## src/rtl/nq_ctrl_fsm_pkg.sv

```systemverilog
// Shared definitions for the NanoQuarter control sequencer: op/funct codes,
// instruction field positions, FSM state and instruction class encodings.
package nq_ctrl_fsm_pkg;

  localparam logic [1:0] OP_RTYPE  = 2'b00;
  localparam logic [1:0] OP_ITYPE  = 2'b01;
  localparam logic [1:0] OP_BRANCH = 2'b10;
  localparam logic [1:0] OP_HALT   = 2'b11;

  // I-type funct codes, shared with the ALU
  localparam logic [2:0] FN_LUI = 3'b000;
  localparam logic [2:0] FN_LBI = 3'b001;
  localparam logic [2:0] FN_SUI = 3'b010;
  localparam logic [2:0] FN_SBI = 3'b011;
  localparam logic [2:0] FN_LW  = 3'b100;
  localparam logic [2:0] FN_SW  = 3'b101;

  localparam logic [2:0] FN_RTYPE_MAX = 3'b110;

  localparam int unsigned OP_HI  = 15;
  localparam int unsigned OP_LO  = 14;
  localparam int unsigned IFN_HI = 13;
  localparam int unsigned IFN_LO = 11;
  localparam int unsigned RFN_HI = 4;
  localparam int unsigned RFN_LO = 2;

  localparam int unsigned TMO_W = 4;

  typedef enum logic [2:0] {
    ST_BOOT   = 3'd0,
    ST_FETCH  = 3'd1,
    ST_DECODE = 3'd2,
    ST_EXEC   = 3'd3,
    ST_MEM    = 3'd4,
    ST_WB     = 3'd5,
    ST_HALT   = 3'd6
  } state_e;

  typedef enum logic [2:0] {
    CL_RTYPE     = 3'd0,
    CL_ITYPE_ALU = 3'd1,
    CL_LOAD      = 3'd2,
    CL_STORE     = 3'd3,
    CL_BRANCH    = 3'd4,
    CL_HALT      = 3'd5,
    CL_ILLEGAL   = 3'd6
  } inst_class_e;

  function automatic logic class_uses_mem(input inst_class_e c);
    return (c == CL_LOAD) || (c == CL_STORE);
  endfunction

endpackage

```

## src/rtl/nq_ctrl_fsm_inst_decode.sv

```systemverilog
// Combinational instruction classifier: maps the IR to an execution class
// and the {op, funct} select presented to the ALU.
module nq_inst_decode
  import nq_ctrl_fsm_pkg::*;
(
  input  logic [15:0]  inst,
  output inst_class_e  cls,
  output logic [1:0]   alu_op,
  output logic [2:0]   alu_funct
);

  logic [1:0] op;
  logic [2:0] rfn;
  logic [2:0] ifn;
  logic       unused_bits;

  assign op  = inst[OP_HI:OP_LO];
  assign rfn = inst[RFN_HI:RFN_LO];
  assign ifn = inst[IFN_HI:IFN_LO];
  assign unused_bits = ^{inst[10:5], inst[1:0]};

  always_comb begin
    cls       = CL_ILLEGAL;
    alu_op    = op;
    alu_funct = '0;
    unique case (op)
      OP_RTYPE: begin
        alu_funct = rfn;
        if (rfn <= FN_RTYPE_MAX) cls = CL_RTYPE;
      end
      OP_ITYPE: begin
        alu_funct = ifn;
        case (ifn)
          FN_LUI, FN_LBI:        cls = CL_ITYPE_ALU;
          FN_LW:                 cls = CL_LOAD;
          FN_SUI, FN_SBI, FN_SW: cls = CL_STORE;
          default:               cls = CL_ILLEGAL;
        endcase
      end
      OP_BRANCH: begin
        alu_funct = ifn;
        cls       = CL_BRANCH;
      end
      OP_HALT: cls = CL_HALT;
      default: cls = CL_ILLEGAL;
    endcase
  end

endmodule

```

## src/rtl/nq_ctrl_fsm.sv

```systemverilog
// Multi-cycle control sequencer (FETCH/DECODE/EXEC/MEM/WB) for the NanoQuarter
// core, with a memory-handshake timeout that latches bus_err and halts.
module nq_ctrl_fsm
  import nq_ctrl_fsm_pkg::*;
#(
  parameter int unsigned MEM_TIMEOUT = 15
) (
  input  logic        clk,
  input  logic        rst_n,
  input  logic [15:0] inst,
  input  logic        mem_ack,
  input  logic        br_taken,
  output logic [1:0]  alu_op,
  output logic [2:0]  alu_funct,
  output logic        mem_req,
  output logic        mem_we,
  output logic        mem_addr_sel,
  output logic        ir_we,
  output logic        pc_we,
  output logic        pc_sel,
  output logic        rf_we,
  output logic        wb_sel,
  output logic        illegal,
  output logic        bus_err,
  output logic        halted
);

  localparam logic [TMO_W-1:0] TMO_LAST = TMO_W'(MEM_TIMEOUT - 1);

  state_e            state, state_n;
  inst_class_e       dec_cls, cls_q;
  logic [1:0]        dec_op, op_q;
  logic [2:0]        dec_funct, funct_q;
  logic [TMO_W-1:0]  wait_cnt;
  logic              bus_err_q;
  logic              timeout;

  nq_inst_decode u_dec (
    .inst      (inst),
    .cls       (dec_cls),
    .alu_op    (dec_op),
    .alu_funct (dec_funct)
  );

  always_ff @(posedge clk or negedge rst_n) begin
    if (!rst_n) begin
      state     <= ST_BOOT;
      wait_cnt  <= '0;
      bus_err_q <= 1'b0;
      cls_q     <= CL_ILLEGAL;
      op_q      <= '0;
      funct_q   <= '0;
    end else begin
      state <= state_n;
      if (state_n != state)
        wait_cnt <= '0;
      else if (mem_req && !mem_ack)
        wait_cnt <= wait_cnt + 1'b1;
      if (timeout) bus_err_q <= 1'b1;
      // ALU select is captured at DECODE so it holds through MEM/WB
      // independent of later IR activity.
      if (state == ST_DECODE) begin
        cls_q   <= dec_cls;
        op_q    <= dec_op;
        funct_q <= dec_funct;
      end
    end
  end

  always_comb begin
    state_n      = state;
    timeout      = 1'b0;
    alu_op       = '0;
    alu_funct    = '0;
    mem_req      = 1'b0;
    mem_we       = 1'b0;
    mem_addr_sel = 1'b0;
    ir_we        = 1'b0;
    pc_we        = 1'b0;
    pc_sel       = 1'b0;
    rf_we        = 1'b0;
    wb_sel       = 1'b0;
    illegal      = 1'b0;
    halted       = 1'b0;
    unique case (state)
      ST_BOOT: state_n = ST_FETCH;
      ST_FETCH: begin
        mem_req = 1'b1;
        if (mem_ack) begin
          ir_we   = 1'b1;
          pc_we   = 1'b1;
          state_n = ST_DECODE;
        end else if (wait_cnt == TMO_LAST) begin
          timeout = 1'b1;
          state_n = ST_HALT;
        end
      end
      ST_DECODE: begin
        case (dec_cls)
          CL_ILLEGAL: begin
            illegal = 1'b1;
            state_n = ST_FETCH;
          end
          CL_HALT: state_n = ST_HALT;
          default: state_n = ST_EXEC;
        endcase
      end
      ST_EXEC: begin
        alu_op    = op_q;
        alu_funct = funct_q;
        if (cls_q == CL_BRANCH) begin
          pc_sel  = 1'b1;
          pc_we   = br_taken;
          state_n = ST_FETCH;
        end else if (class_uses_mem(cls_q)) begin
          state_n = ST_MEM;
        end else begin
          state_n = ST_WB;
        end
      end
      ST_MEM: begin
        alu_op       = op_q;
        alu_funct    = funct_q;
        mem_req      = 1'b1;
        mem_addr_sel = 1'b1;
        mem_we       = (cls_q == CL_STORE);
        if (mem_ack) begin
          state_n = (cls_q == CL_LOAD) ? ST_WB : ST_FETCH;
        end else if (wait_cnt == TMO_LAST) begin
          timeout = 1'b1;
          state_n = ST_HALT;
        end
      end
      ST_WB: begin
        alu_op    = op_q;
        alu_funct = funct_q;
        rf_we     = 1'b1;
        wb_sel    = (cls_q == CL_LOAD);
        state_n   = ST_FETCH;
      end
      ST_HALT: halted = 1'b1;
      default: state_n = ST_BOOT;
    endcase
  end

  assign bus_err = bus_err_q;

endmodule

```

## config.mk

```make
export PLATFORM = sky130hd
export DESIGN_NAME = nq_ctrl_fsm
export DESIGN_NICKNAME = d
export VERILOG_FILES = /design/src/rtl/nq_ctrl_fsm_pkg.sv /design/src/rtl/nq_ctrl_fsm_inst_decode.sv /design/src/rtl/nq_ctrl_fsm.sv
export SDC_FILE = /design/constraint.sdc
export NUM_CORES = 1
export LEC_CHECK = 0
export ABC_AREA = 0
export BUFFER_PORTS_ARGS = -buffer_cell sky130_fd_sc_hd__buf_2
export CAP_MARGIN = 10
export CORE_ASPECT_RATIO = 0.9
export CORE_MARGIN = 3
export CORE_UTILIZATION = 45
export CTS_CLUSTER_DIAMETER = 200
export DETAILED_ROUTE_END_ITERATION = 6
export GPL_TIMING_DRIVEN = 0
export PLACE_DENSITY = 0.83
export REMOVE_ABC_BUFFERS = 1
export SLEW_MARGIN = 20
export SYNTH_ARGS = -nofsm -noshare
export SYNTH_HDL_FRONTEND = slang
export SYNTH_HIERARCHICAL = 1
export SYNTH_SLANG_ARGS = --single-unit
```

## constraint.sdc

```tcl
create_clock -name clk -period 1.9 [get_ports clk]
set_clock_uncertainty 0.15 [all_clocks]
set_input_delay 0.38 -clock clk [delete_from_list [all_inputs] [get_ports clk]]
set_output_delay 0.38 -clock clk [all_outputs]
set_load 0.02 [all_outputs]
```

==> impl_results.html <==
<table>
<tr><th>Metric</th><th>Value</th></tr>
<tr><th colspan="2">Placement</th></tr>
<tr><td>Placed insts</td><td>166</td></tr>
<tr><td>Routability congestion estimate from global placement</td><td>0.795</td></tr>
<tr><td>Number of port buffers</td><td>27</td></tr>
<tr><td>Worst setup slack before clock tree synthesis</td><td>-0.641 ns</td></tr>
<tr><td>DP HPWL</td><td>1.99 mm</td></tr>
<tr><th colspan="2">Detailed routing</th></tr>
<tr><td>Avg WL per Cell</td><td>17.9 µm</td></tr>
<tr><td>Routed wire length</td><td>roughly 3.5 mm</td></tr>
<tr><td>First-pass iteration count of the detailed router</td><td>4</td></tr>
<tr><td>Post-route antenna net violation count</td><td>0</td></tr>
<tr><td>Via/cell ratio</td><td>about 5.8</td></tr>
<tr><td>Detailed-route DRC error count</td><td>0</td></tr>
<tr><td>Total number of vias</td><td>1116</td></tr>
<tr><td>Violation count after the first detailed-routing iteration</td><td>58</td></tr>
<tr><th colspan="2">Yosys</th></tr>
<tr><td>Top post-synthesis cells by area</td><td>sky130_fd_sc_hd__dfrtp_1 30%, sky130_fd_sc_hd__mux2_2 7.8%, sky130_fd_sc_hd__ha_1 7.6%</td></tr>
<tr><td>Count of flip-flops with a built-in enable after synthesis</td><td>0</td></tr>
<tr><td>Post-synthesis cell type count</td><td>42</td></tr>
<tr><td>Top-area cell type share of the netlist area</td><td>30.2%</td></tr>
<tr><td>Post-synthesis cell area</td><td>1160 µm²</td></tr>
<tr><td>Top_reg_cell synth</td><td>sky130_fd_sc_hd__dfrtp_1</td></tr>
<tr><td>Mapped Avg Cell Area</td><td>approximately 9.9 µm²</td></tr>
<tr><td>Share of the yosys chip area belonging to registers</td><td>34.7%</td></tr>
<tr><td>Synth warnings</td><td>6</td></tr>
<tr><td>Top cell type by total area after synthesis</td><td>sky130_fd_sc_hd__dfrtp_1</td></tr>
<tr><td>Synth async-reset ratio</td><td>100%</td></tr>
<tr><td>Yosys reg bits</td><td>16</td></tr>
<tr><td>Synthesized netlist cell count</td><td>117</td></tr>
<tr><th colspan="2">Cells and area</th></tr>
<tr><td>Most common library cell in the layout ignoring fill and taps</td><td>sky130_fd_sc_hd__buf_4</td></tr>
<tr><td>Number of non-filler instances in the completed layout</td><td>193</td></tr>
<tr><td>Antenna fix cells</td><td>0</td></tr>
<tr><td>Finished Core Util</td><td>79.5%</td></tr>
<tr><td>Area added between synthesis and finish</td><td>57.8%</td></tr>
<tr><td>Fraction of layout instances using a drive strength above 1</td><td>63.3%</td></tr>
<tr><td>Nets@finish</td><td>194</td></tr>
<tr><td>Most frequent cells in the layout</td><td>26 x sky130_fd_sc_hd__buf_4, 12 x sky130_fd_sc_hd__buf_2, 11 x sky130_fd_sc_hd__dfrtp_1</td></tr>
<tr><th colspan="2">Flow run</th></tr>
<tr><td>Max-Cap Viols</td><td>0</td></tr>
<tr><th colspan="2">Floorplan</th></tr>
<tr><td>Effective utilization at floorplan</td><td>50.4%</td></tr>
<tr><td>Core Box Area</td><td>around 2300 µm²</td></tr>
<tr><td>Overall die width</td><td>59.5 µm</td></tr>
<tr><td>Overall die height</td><td>54.2 µm</td></tr>
<tr><td>Die ar.</td><td>3220 µm²</td></tr>
<tr><td>Cell row count</td><td>16</td></tr>
<tr><td>Number of placed I/O pins</td><td>36</td></tr>
<tr><th colspan="2">Clock network</th></tr>
<tr><td>CTS tree</td><td>yes</td></tr>
<tr><td>Clock input transition at the sequential cells of the worst setup and hold paths</td><td>0.11 ns</td></tr>
<tr><td>Clk buf depth</td><td>2</td></tr>
<tr><td>H-tree level count</td><td>1</td></tr>
<tr><td>CTS buffer count</td><td>3</td></tr>
<tr><td>Clock latency at the later pin of the worst-skew pair</td><td>~0.3 ns</td></tr>
<tr><td>CTS root buf</td><td>sky130_fd_sc_hd__clkbuf_4</td></tr>
<tr><td>CTS Sinks</td><td>16</td></tr>
<tr><th colspan="2">Timing</th></tr>
<tr><td>Post-route worst setup slack</td><td>-0.252 ns</td></tr>
<tr><td>Count of endpoints failing setup in the final report</td><td>17</td></tr>
<tr><td>Worst-Margin Slew</td><td>0.493 ns</td></tr>
<tr><td>Hold violation total from the final report</td><td>0</td></tr>
<tr><td>Setup repair after global routing missed its margin</td><td>true</td></tr>
<tr><td>Post-layout min period</td><td>2.15 ns</td></tr>
<tr><td>Final critical-path share of the clock period</td><td>113%</td></tr>
<tr><td>Worst slew margin</td><td>between 60 and 70%</td></tr>
<tr><td>Peak clock frequency supported by timing</td><td>roughly 460 MHz</td></tr>
<tr><td>Number of pins exceeding their max-slew limit in the final report</td><td>0</td></tr>
<tr><th colspan="2">Worst setup path</th></tr>
<tr><td>Largest fanout on the critical path</td><td>4</td></tr>
<tr><td>Worst Setup Start Kind</td><td>flop</td></tr>
<tr><td>Worst EP required</td><td>between 1.5 and 2 ns</td></tr>
<tr><td>Arrival time worst endpoint</td><td>2.21 ns</td></tr>
<tr><td>Combined buffer and inverter count along the critical path</td><td>2</td></tr>
<tr><td>Kind of cell adding the most delay to the critical path</td><td>simple AND/OR/NAND/NOR gates</td></tr>
<tr><td>Worst Setup End Kind</td><td>flop</td></tr>
<tr><td>CP Class</td><td>flop to flop</td></tr>
<tr><td>Slowest cell on the critical path</td><td>sky130_fd_sc_hd__dfrtp_2</td></tr>
<tr><td>Critical Path, Cell by Cell</td><td>buf_4 -&gt; buf_6 -&gt; xnor2_4 -&gt; nor3_2 -&gt; nand4_1 -&gt; xor2_1 -&gt; nor4_2</td></tr>
<tr><td>Crit path largest cell delay</td><td>0.44 ns</td></tr>
<tr><th colspan="2">Global routing</th></tr>
<tr><td>Initial antenna violation count</td><td>0</td></tr>
<tr><td>Remaining global-route overflow</td><td>0</td></tr>
<tr><td>First-pass GRT wire length</td><td>5.31 mm</td></tr>
<tr><td>Pin count of the biggest net entering global routing</td><td>17</td></tr>
<tr><td>Global Route Usage Sum</td><td>22.8%</td></tr>
<tr><td>Number of global-route vias before repair</td><td>1146</td></tr>
<tr><th colspan="2">Power and ir drop</th></tr>
<tr><td>Total power draw</td><td>between 2 and 3 mW</td></tr>
<tr><td>Power density over the cells</td><td>1460 nW/µm²</td></tr>
<tr><td>Largest voltage drop on the vdd net</td><td>1.08 mV</td></tr>
<tr><td>Pleak</td><td>0.813 nW</td></tr>
<tr><th colspan="2">Outcome</th></tr>
<tr><td>Failing checks</td><td>negative setup slack</td></tr>
<tr><td>Result of the run</td><td>complete, but fails checks</td></tr>
<tr><th colspan="2">Hold path</th></tr>
<tr><td>Worst hold path class</td><td>input port to flop</td></tr>
</table>
## flip-flops by register name (all words and copies together), names as in the netlist
signal,count
wait_cnt,4
cls_q,3
funct_q,3
state,3
op_q,2
bus_err,1
## power by group
part           switching, mW  internal [mW]
registers              0.116          0.478
logic                  0.928          0.909
clock network          0.116          0.117
## path summary, 6_finish.rpt
check / start / end / slack, ns / cells past startpoint
max: state[2] / wait_cnt[3] / -0.25 / 7
min: inst[14] / op_q[0] / 0.22 / 2
max reg2reg: state[2] / wait_cnt[3] / -0.25 / 7
min reg2reg: bus_err / bus_err / 0.32 / 1
max in group asynchronous: rst_n / state[2] / 0.93 / 2
min in group asynchronous: rst_n / cls_q[0] / 0.36 / 2
## worst reg2reg max path, cell delays in order (launching register included)
cell,delay (ns)
sky130_fd_sc_hd__dfrtp_2,0.44
sky130_fd_sc_hd__buf_4,0.17
sky130_fd_sc_hd__buf_6,0.14
sky130_fd_sc_hd__xnor2_4,0.13
sky130_fd_sc_hd__nor3_2,0.32
sky130_fd_sc_hd__nand4_1,0.23
sky130_fd_sc_hd__xor2_1,0.21
sky130_fd_sc_hd__nor4_2,0.30
## Yosys cell counts (all sizes together) (2+ instances only)
| cell type | count |
|---|---|
| ha | 7 |
| a22oi | 3 |
| and3 | 3 |
| dfstp | 2 |
| nor2b | 7 |
| nor4 | 4 |
| dfrtp | 14 |
| nand2b | 2 |
| nand4 | 2 |
| nor2 | 9 |
| a21o | 2 |
| nand3b | 3 |
| xor2 | 3 |
| inv | 9 |
| a21oi | 3 |
| nor3b | 3 |
| nand2 | 2 |
| xnor2 | 3 |
| a21boi | 2 |
| mux2 | 8 |
| nor3 | 4 |
| o21ai | 4 |
| buf | 5 |
## what timing repair did
action                                 4_1_cts  5_1_grt
buffers inserted                            18        5
gates cloned                                 0        0
hold buffers                                 1        0
endpoints found under the hold margin       14        0
resized for setup                           61       21
setup endpoints to repair                   22       18
pin swaps                                   16       14
## layer usage
metal	routed length [µm]	part of all wire [%]	global-route usage (%)
met5	0	0	0
met4	93	2.7	8.86
met3	153	4.4	4.80
met2	1860	54	43.6
met1	1340	39	24.5
## kinds of logic after synthesis
group | after synthesis | synth area share, %
AOI/OAI and AO/OA | 19 | 10.8
xor gates and xnor gates | 6 | 5.83
adders and majority gates | 7 | 7.55
buffers and inverters | 14 | 6.26
DFF | 16 | 34.7
muxes | 9 | 8.63
and+or+nand+nor | 46 | 26.2
## cell type report
type	instances	area, µm²
inverter	9	52.6
timing repair buffer	50	410
fill	131	472
tap	27	33.8
sequential	16	407
multi-input combinational	87	891
clock buffer	4	36.3
## metrics by stage
step	setup TNS [ns]	hold slack [ns]	cell area [µm²]
CTS	-1.98	0.201	1700
floorplan	-1.89	-0.0656	1120
finish	-2.34	0.220	1830
detailed placement	-4.13	0.162	1290
global route	-3.52	0.208	1830
global placement	-3.15	0.156	1290
No activity file was read; power rests on OpenSTA's default activity.
